$ cat src/rtl/input_buffer_ctrl_if.sv
// Bus for the input buffer controller: the loader's word handshake, frame control,
// the buffer port drives, the read-data qualifiers and a debug view of the FSM state.
interface input_buffer_ctrl_if #(
  parameter int ADDR_W = 4,
  parameter int LEN_W  = ADDR_W + 1
);
  // Loader handshake: a word transfers on every cycle where in_valid and in_ready
  // are both high. in_valid may rise whenever it likes. in_ready never depends on
  // in_valid, so a waiting loader cannot deadlock against the controller.
  logic              in_valid;
  logic              in_ready;
  logic              frame_start;
  logic [LEN_W-1:0]  frame_len;
  logic              frame_busy;
  logic              frame_done;
  logic              err_len;
  logic              buf_wr_en;
  logic [ADDR_W-1:0] buf_wr_addr;
  logic              buf_rd_en;
  logic [ADDR_W-1:0] buf_rd_addr;
  logic              out_valid;
  logic              out_last;
  logic [LEN_W-1:0]  level;
  logic [1:0]        state_dbg;

  modport master (
    output in_valid, frame_start, frame_len,
    input  in_ready, frame_busy, frame_done, err_len,
    input  buf_wr_en, buf_wr_addr, buf_rd_en, buf_rd_addr,
    input  out_valid, out_last, level, state_dbg
  );

  modport slave (
    input  in_valid, frame_start, frame_len,
    output in_ready, frame_busy, frame_done, err_len,
    output buf_wr_en, buf_wr_addr, buf_rd_en, buf_rd_addr,
    output out_valid, out_last, level, state_dbg
  );
endinterface

$ cat src/rtl/input_buffer_ctrl.sv
// Controller for a circular input buffer: accepts loader words at any time and reads
// out requested frames, driving the buffer's write and read ports.
module input_buffer_ctrl #(
  parameter int CTRL_ADDR_WIDTH = 4,
  parameter int CTRL_LEN_WIDTH  = CTRL_ADDR_WIDTH + 1
) (
  input logic                clk,
  input logic                rst,
  input_buffer_ctrl_if.slave bus
);

  typedef enum logic [1:0] {
    ST_IDLE  = 2'd0,
    ST_READ  = 2'd1,
    ST_DRAIN = 2'd2
  } state_e;

  localparam logic [CTRL_LEN_WIDTH-1:0] DEPTH = CTRL_LEN_WIDTH'(2 ** CTRL_ADDR_WIDTH);
  localparam logic [CTRL_LEN_WIDTH-1:0] ONE   = CTRL_LEN_WIDTH'(1);

  state_e                     state_q, state_d;
  logic [CTRL_ADDR_WIDTH-1:0] wr_ptr_q, wr_ptr_d;
  logic [CTRL_ADDR_WIDTH-1:0] rd_ptr_q, rd_ptr_d;
  logic [CTRL_LEN_WIDTH-1:0]  level_q, level_d;
  logic [CTRL_LEN_WIDTH-1:0]  remaining_q, remaining_d;
  logic                       err_len_q, err_len_d;
  logic                       out_valid_q, out_valid_d;
  logic                       out_last_q, out_last_d;

  logic in_ready;
  logic wr_en;
  logic rd_en;
  logic len_ok;
  logic last_issue;

  // Both enables come from the registered level, so a write and a read in the same
  // cycle always target different slots: reads only reach slots already written.
  always_comb begin
    in_ready   = (level_q < DEPTH) && !rst;
    wr_en      = bus.in_valid && in_ready;
    rd_en      = (state_q == ST_READ) && (level_q != '0);
    last_issue = rd_en && (remaining_q == ONE);
    len_ok     = (bus.frame_len != '0) && (bus.frame_len <= DEPTH);
  end

  always_comb begin
    wr_ptr_d    = wr_ptr_q;
    rd_ptr_d    = rd_ptr_q;
    level_d     = level_q;
    out_valid_d = rd_en;
    out_last_d  = last_issue;
    if (wr_en) begin
      wr_ptr_d = wr_ptr_q + 1'b1;
    end
    if (rd_en) begin
      rd_ptr_d = rd_ptr_q + 1'b1;
    end
    case ({wr_en, rd_en})
      2'b10:   level_d = level_q + ONE;
      2'b01:   level_d = level_q - ONE;
      default: level_d = level_q;
    endcase
  end

  always_comb begin
    state_d     = state_q;
    remaining_d = remaining_q;
    err_len_d   = err_len_q;
    case (state_q)
      ST_IDLE: begin
        if (bus.frame_start) begin
          if (len_ok) begin
            remaining_d = bus.frame_len;
            state_d     = ST_READ;
          end else begin
            err_len_d = 1'b1;
          end
        end
      end
      ST_READ: begin
        if (rd_en) begin
          remaining_d = remaining_q - ONE;
        end
        if (last_issue) begin
          state_d = ST_DRAIN;
        end
      end
      ST_DRAIN: begin
        state_d = ST_IDLE;
      end
      default: begin
        state_d = ST_IDLE;
      end
    endcase
  end

  always_ff @(posedge clk or posedge rst) begin
    if (rst) begin
      state_q     <= ST_IDLE;
      wr_ptr_q    <= '0;
      rd_ptr_q    <= '0;
      level_q     <= '0;
      remaining_q <= '0;
      err_len_q   <= 1'b0;
      out_valid_q <= 1'b0;
      out_last_q  <= 1'b0;
    end else begin
      state_q     <= state_d;
      wr_ptr_q    <= wr_ptr_d;
      rd_ptr_q    <= rd_ptr_d;
      level_q     <= level_d;
      remaining_q <= remaining_d;
      err_len_q   <= err_len_d;
      out_valid_q <= out_valid_d;
      out_last_q  <= out_last_d;
    end
  end

  // frame_done is decoded from DRAIN, which is exactly the cycle the final word's
  // registered out_valid/out_last appear.
  assign bus.in_ready    = in_ready;
  assign bus.buf_wr_en   = wr_en;
  assign bus.buf_wr_addr = wr_ptr_q;
  assign bus.buf_rd_en   = rd_en;
  assign bus.buf_rd_addr = rd_ptr_q;
  assign bus.frame_busy  = (state_q != ST_IDLE);
  assign bus.frame_done  = (state_q == ST_DRAIN);
  assign bus.err_len     = err_len_q;
  assign bus.out_valid   = out_valid_q;
  assign bus.out_last    = out_last_q;
  assign bus.level       = level_q;
  assign bus.state_dbg   = state_q;

endmodule
$ cat src/flat_wrapper.sv
// flat-port wrapper written by rule: the top's interface ports become plain ports
module input_buffer_ctrl_flat 
#(
  parameter int CTRL_ADDR_WIDTH = 4,
  parameter int CTRL_LEN_WIDTH  = CTRL_ADDR_WIDTH + 1
)
  (clk, rst, bus_in_valid, bus_frame_start, bus_frame_len, bus_in_ready, bus_frame_busy, bus_frame_done, bus_err_len, bus_buf_wr_en, bus_buf_wr_addr, bus_buf_rd_en, bus_buf_rd_addr, bus_out_valid, bus_out_last, bus_level, bus_state_dbg);
  input_buffer_ctrl_if bus_i ();
  input logic clk;
  input logic rst;
  input wire logic [$bits(bus_i.in_valid)-1:0] bus_in_valid;
  input wire logic [$bits(bus_i.frame_start)-1:0] bus_frame_start;
  input wire logic [$bits(bus_i.frame_len)-1:0] bus_frame_len;
  output wire logic [$bits(bus_i.in_ready)-1:0] bus_in_ready;
  output wire logic [$bits(bus_i.frame_busy)-1:0] bus_frame_busy;
  output wire logic [$bits(bus_i.frame_done)-1:0] bus_frame_done;
  output wire logic [$bits(bus_i.err_len)-1:0] bus_err_len;
  output wire logic [$bits(bus_i.buf_wr_en)-1:0] bus_buf_wr_en;
  output wire logic [$bits(bus_i.buf_wr_addr)-1:0] bus_buf_wr_addr;
  output wire logic [$bits(bus_i.buf_rd_en)-1:0] bus_buf_rd_en;
  output wire logic [$bits(bus_i.buf_rd_addr)-1:0] bus_buf_rd_addr;
  output wire logic [$bits(bus_i.out_valid)-1:0] bus_out_valid;
  output wire logic [$bits(bus_i.out_last)-1:0] bus_out_last;
  output wire logic [$bits(bus_i.level)-1:0] bus_level;
  output wire logic [$bits(bus_i.state_dbg)-1:0] bus_state_dbg;
  assign bus_i.in_valid = bus_in_valid;
  assign bus_i.frame_start = bus_frame_start;
  assign bus_i.frame_len = bus_frame_len;
  assign bus_in_ready = bus_i.in_ready;
  assign bus_frame_busy = bus_i.frame_busy;
  assign bus_frame_done = bus_i.frame_done;
  assign bus_err_len = bus_i.err_len;
  assign bus_buf_wr_en = bus_i.buf_wr_en;
  assign bus_buf_wr_addr = bus_i.buf_wr_addr;
  assign bus_buf_rd_en = bus_i.buf_rd_en;
  assign bus_buf_rd_addr = bus_i.buf_rd_addr;
  assign bus_out_valid = bus_i.out_valid;
  assign bus_out_last = bus_i.out_last;
  assign bus_level = bus_i.level;
  assign bus_state_dbg = bus_i.state_dbg;
  input_buffer_ctrl #(.CTRL_ADDR_WIDTH(CTRL_ADDR_WIDTH), .CTRL_LEN_WIDTH(CTRL_LEN_WIDTH)) u_core (.clk(clk), .rst(rst), .bus(bus_i));
endmodule
$ cat config.mk
export PLATFORM = sky130hd
export DESIGN_NAME = input_buffer_ctrl_flat
export DESIGN_NICKNAME = d
export VERILOG_FILES = /design/src/rtl/input_buffer_ctrl_if.sv /design/src/rtl/input_buffer_ctrl.sv /design/src/flat_wrapper.sv
export SDC_FILE = /design/constraint.sdc
export NUM_CORES = 1
export LEC_CHECK = 0
export CORE_ASPECT_RATIO = 1.4
export CORE_MARGIN = 1
export CORE_UTILIZATION = 52
export CTS_BUF_LIST = sky130_fd_sc_hd__clkbuf_16
export CTS_CLUSTER_SIZE = 10
export DETAILED_ROUTE_END_ITERATION = 7
export PLACE_DENSITY = 0.83
export SKIP_CTS_REPAIR_TIMING = 1
export SYNTH_ARGS = -nofsm -noshare
export SYNTH_HDL_FRONTEND = slang
export SYNTH_SLANG_ARGS = --single-unit
$ cat constraint.sdc
create_clock -name clk -period 4.3 [get_ports clk]
set_input_delay 1.29 -clock clk [delete_from_list [all_inputs] [get_ports clk]]
set_output_delay 1.29 -clock clk [all_outputs]
set_load 0.01 [all_outputs]
---- Word level (Yosys, flattened, before mapping) ----
Index checks and enable logic that the tools add are counted.
storage, ports and cells
  register bits ........................... 23
  output and inout port bits .............. 23
cells by class
  add/subtract/negate cells ............... 5
  magnitude comparators ................... 2
  equal/unequal tests ..................... 9
  multiplexer cells ....................... 9
  bitwise operators ....................... 1
  reduce and logical (&&, ||, !) cells .... 15
operators by type and width
  cell                                                                      number
  5-bit case mux with 2 select lines                                        2
  5-bit two-way mux                                                         3
  5-bit nonzero test                                                        2
  5-bit by 1-bit subtractor with 5-bit output (second input constant)       2
  4-bit by 1-bit adder with 4-bit output (second input constant)            2
  2-bit two-way mux                                                         3
  2-bit by 1-bit inequality test with 1-bit output (second input constant)  3
  3-bit AND reduction                                                       2
  2-bit nonzero test                                                        3
  5-bit by 1-bit adder with 5-bit output (second input constant)            1
  5-bit by 1-bit equality test with 1-bit output (second input constant)    1
  5-bit less-or-equal comparator (second input constant)                    1
  1-bit logical AND                                                         5
  5-bit < comparator (second input constant)                                1
  2-bit by 1-bit equality test with 1-bit output (second input constant)    2
  2-bit equality test (second input constant)                               2
  2-bit case mux with 2 select lines                                        1
  4-bit AND reduction                                                       1
  2-bit zero test                                                           1
  2-bit inequality test (second input constant)                             1
  1-bit zero test                                                           1
  1-bit inverter                                                            1

---- Depth between registers and ports, before layout ----
  depth after elaboration ................. 5
  mapped depth ............................ 10
  gate-level depth less buffers ........... 9

---- Least setup slack after synthesis ----
OpenSTA, ideal clock, no wires.
  path type ............................... input to register
  start ................................... input port rst
  end ..................................... register u_core.level_q[4], in the netlist u_core.bus.level[4]
  data arrival time ....................... 3134 ps
  setup slack ............................. 1032 ps
  stages on the path ...................... 10
  cells stage by stage .................... nor2_1 > and2_1 > clkbuf_1 > inv_1 > ha_1 > fa_1 > a21oi_1 > o21ai_0 > nand3b_1 > o211ai_1
between the ends
  word-level cells in the longest chain between the ends .. 5
  elaborated cells between the ends (all ways) .. 7
  those cells by class .................... eq/ne (2); mux (1); reduce/logical (4)
RTL lines
  element                                                                                RTL line                  RTL
  start: declaration                                                                     flat_wrapper.sv:10        input logic rst;
  1-bit zero test *                                                                      input_buffer_ctrl.sv:39   in_ready = (level_q < DEPTH) && !rst;
  1-bit logical AND *                                                                    input_buffer_ctrl.sv:39
  1-bit logical AND *                                                                    input_buffer_ctrl.sv:40   wr_en = bus.in_valid && in_ready;
  net bus_buf_wr_en                                                                      flat_wrapper.sv:18        output wire logic [$bits(bus_i.buf_wr_en)-1:0] bus_buf_wr_en;
  2-bit by 1-bit equality test with 1-bit output or 2-bit equality test (tied branches)  input_buffer_ctrl.sv:58   case ({wr_en, rd_en})
  5-bit case mux with 2 select lines or 2-bit nonzero test (tied branches)               -
  end signal: assignment                                                                 input_buffer_ctrl.sv:111  level_q <= level_d;
  end: declaration                                                                       input_buffer_ctrl.sv:24   logic [CTRL_LEN_WIDTH-1:0] level_q, level_d;
The timed path passes the listed nets; every way through them passes the cells marked *.
A chain may end at the register's enable or synchronous reset.

---- Worst setup path after layout ----
  start ................................... input port rst
  end ..................................... output port bus_buf_wr_en
between the ends
  word-level cells in the longest chain between the ends .. 3
RTL lines
  element            RTL line
  1-bit zero test    input_buffer_ctrl.sv:39
  1-bit logical AND  input_buffer_ctrl.sv:39
  1-bit logical AND  input_buffer_ctrl.sv:40
  end: declaration   flat_wrapper.sv:18
Every way passes these cells.

==> summary.md <==
| Metric | Value |
|---|---|
| Worst EP required | `3.01 ns` |
| Synth Instances | `121` |
| Core area | `2252 sq um` |
| Synthesized flop and latch total | `23` |
| Synth warn | `0` |
| Hold Crit Class | `reg2reg` |
| Status | `completed` |
| Top-area cell type share of the netlist area | `45.10%` |
| Number of global-route vias before repair | `976` |
| IO buf count | `31` |
| Initial antenna violation count | `0` |
| GR Overflow Total | `0` |
| Mapped Area | `1276 sq um` |
| First-pass GRT wire length | `4153 microns` |
| Die X | `43.87 microns` |
| EDFF count, synth | `0` |
| Mapped Avg Cell Area | `10.55 sq um` |
| CTS tree | `built` |
| PwrDens | `858.8 nW/um^2` |
| Max Slew Vio Count | `0` |
| Drt wl/cell | `13.87 microns` |
| Die area | `2659 sq um` |
| CTS sink count | `23` |
| Worst slew margin | `42.44%` |
| Post-DR vias/cell | `5.743` |
| Achievable Freq | `253.0 MHz` |
| Worst VDD drop | `0.5825 mV` |
| Ys flop type | `dfrtp_1` |
| Unrepaired setup endpoints after global routing | `false` |
| Htree depth | `1` |
| Seq/Total Area, Yosys | `45.10%` |
| Fin crit share | `91.91%` |
| Placed inst area | `1602 sq um` |
| Row count | `20` |
| CTS clk-pin slew, worst paths | `0.06 ns` |
| Root buf cell | `clkbuf_16` |
| Area grow syn2layout | `31.76%` |
| Fin Clk Skew | `0.0009964 ns` |
| Maxcap violations | `0` |
| Largest net degree at the start of global routing | `24` |
| Clock Path Buffers | `2` |
| Worst Max-Slew Pin Slew | `0.8625 ns` |
| CTS Buf Count | `3` |
| Worst setup SP type | `input port` |
| Initial DRC count | `13` |
| Async set or reset register ratio after synthesis | `100.0%` |
| Worst-Skew Late Latency | `0.25 ns` |
| Cell variety after synth | `38` |
| Syn Nets | `139` |
| DR vias | `1005` |
| I/O pins | `32` |
| Final Instance Area | `1682 sq um` |
| Drt drc | `0` |
| HPWL after DPL | `1811 microns` |
| Initial core utilization | `56.67%` |
| Dominant cell type by area after synthesis | `dfrtp_1` |
| NumNets Final | `172` |
| Dominant cells by area after synthesis | `dfrtp_1 (45%), ha_1 (7.8%), xnor2_1 (6.2%)` |
| CP endpoint kind | `output port` |
| RePlAce Congestion | `0.7014` |
| Drt first pass iters | `7` |
| Placed cell count | `171` |
| Post-layout minimum cycle time | `3.952 ns` |
| Fillers | `156` |
| Crit Path Class | `in2out` |
| Final hold violation count | `0` |
| Pleak | `0.7062 nW` |
| Most frequent cells in the layout | `clkdlybuf4s50_1 (31), dfrtp_1 (23), nand2_1 (12)` |
| DRT antenna net count | `0` |
| Commonest non-fill, non-tap cell in the layout | `clkdlybuf4s50_1` |
| Antenna cells | `0` |
| GRT Total Usage | `21.10%` |
| Drt total wl | `2427 microns` |
| Worst EP arrival | `2.66 ns` |
| Setup violators final | `0` |
| Setup_tns | `0 ns` |
| Worst-path maximum fanout | `6` |
| Die Y | `60.62 microns` |
| Post-Layout Cell Count | `175` |
| Fraction of layout cells with a size suffix above 1 | `8.497%` |
path summary, 6_finish.rpt:
check                                          startpoint  cells after the start                        end  slack [ns]
max in group asynchronous                             rst                      2      u_core.remaining_q[2]        2.23
worst min register to register  u_core.bus.buf_rd_addr[3]                      1  u_core.bus.buf_rd_addr[3]        0.47
min in group asynchronous                             rst                      2  u_core.bus.buf_wr_addr[0]        1.54
worst max register to register        u_core.bus.level[1]                      9        u_core.bus.level[4]        1.34
worst min-delay path            u_core.bus.buf_rd_addr[3]                      1  u_core.bus.buf_rd_addr[3]        0.47
worst max-delay path                                  rst                      4              bus_buf_wr_en        0.35
state kept, by name, indices dropped and copies added (netlist names):
signal                  cells
u_core.bus.out_valid        1
u_core.bus.buf_rd_addr      4
u_core.bus.out_last         1
u_core.bus.level            5
u_core.remaining_q          5
u_core.bus.state_dbg        2
u_core.bus.buf_wr_addr      4
u_core.bus.err_len          1
kinds of logic (layout without fill, tap and decap cells):
family	after synthesis	after routing	share of synthesized area (%)
xor+xnor	10	10	6.863
compound gates	21	21	11.28
fa+ha+maj	9	9	9.412
buf+inv	12	44	3.824
flops	23	23	45.10
mux	5	5	4.118
simple gates	41	41	19.41
final cells by class:
class | count | area, sq um | area share [%]
Clock buffer | 3 | 75.07 | 4.464
Clock inverter | 1 | 5.005 | 0.2976
Inverter | 9 | 36.28 | 2.158
Multi-Input combinational cell | 86 | 651.9 | 38.76
Sequential cell | 23 | 575.6 | 34.23
Tap cell | 22 | 27.53 | 1.637
Timing Repair Buffer | 31 | 310.3 | 18.45
power by group:
| part | internal (W) | switching, W | total, W |
|---|---|---|---|
| Clock | 0.000125 | 0.0000744 | 0.000199 |
| Combinational | 0.000417 | 0.000372 | 0.000790 |
| Sequential | 0.000326 | 0.000129 | 0.000455 |
| Total | 0.000868 | 0.000576 | 0.00144 |
critical path, stage by stage:
cell	delay, ns
clkdlybuf4s50_1	0.41
nor2_1	0.12
and2_1	0.26
clkdlybuf4s50_1	0.58
per-stage QoR:
step	util, %	hold WS, ns	worst slack (ns)	power [W]
floorplan	-	0.4655	1.032	0.0009501
global placement	71.11	0.4585	0.3640	0.001208
detailed placement	71.11	0.4667	0.3537	0.001247
CTS	74.67	0.4745	0.3444	0.001458
global route	74.67	0.4942	0.2442	0.001563
finish	74.67	0.4704	0.3480	0.001444
synthesized netlist by cell type (2+ instances only):
library cell	number
a21oi_1	2
clkbuf_1	2
dfrtp_1	23
ha_1	8
inv_1	8
mux2_2	2
mux2i_1	3
nand2_1	12
nand4_1	2
nor2_1	9
nor2b_1	2
nor4_1	3
nor4b_1	2
o211ai_1	6
o21ai_0	5
o21ai_1	2
xnor2_1	9
layer usage:
metal,GRT usage [%],routed length (microns),vias up
met5,0,0,-
met1,22.86,995,481
met2,39.23,1283,25
met4,9.957,43,0
li1,-,-,494
met3,3.869,104,5
Note: power is estimated with default switching activity, not from simulation.
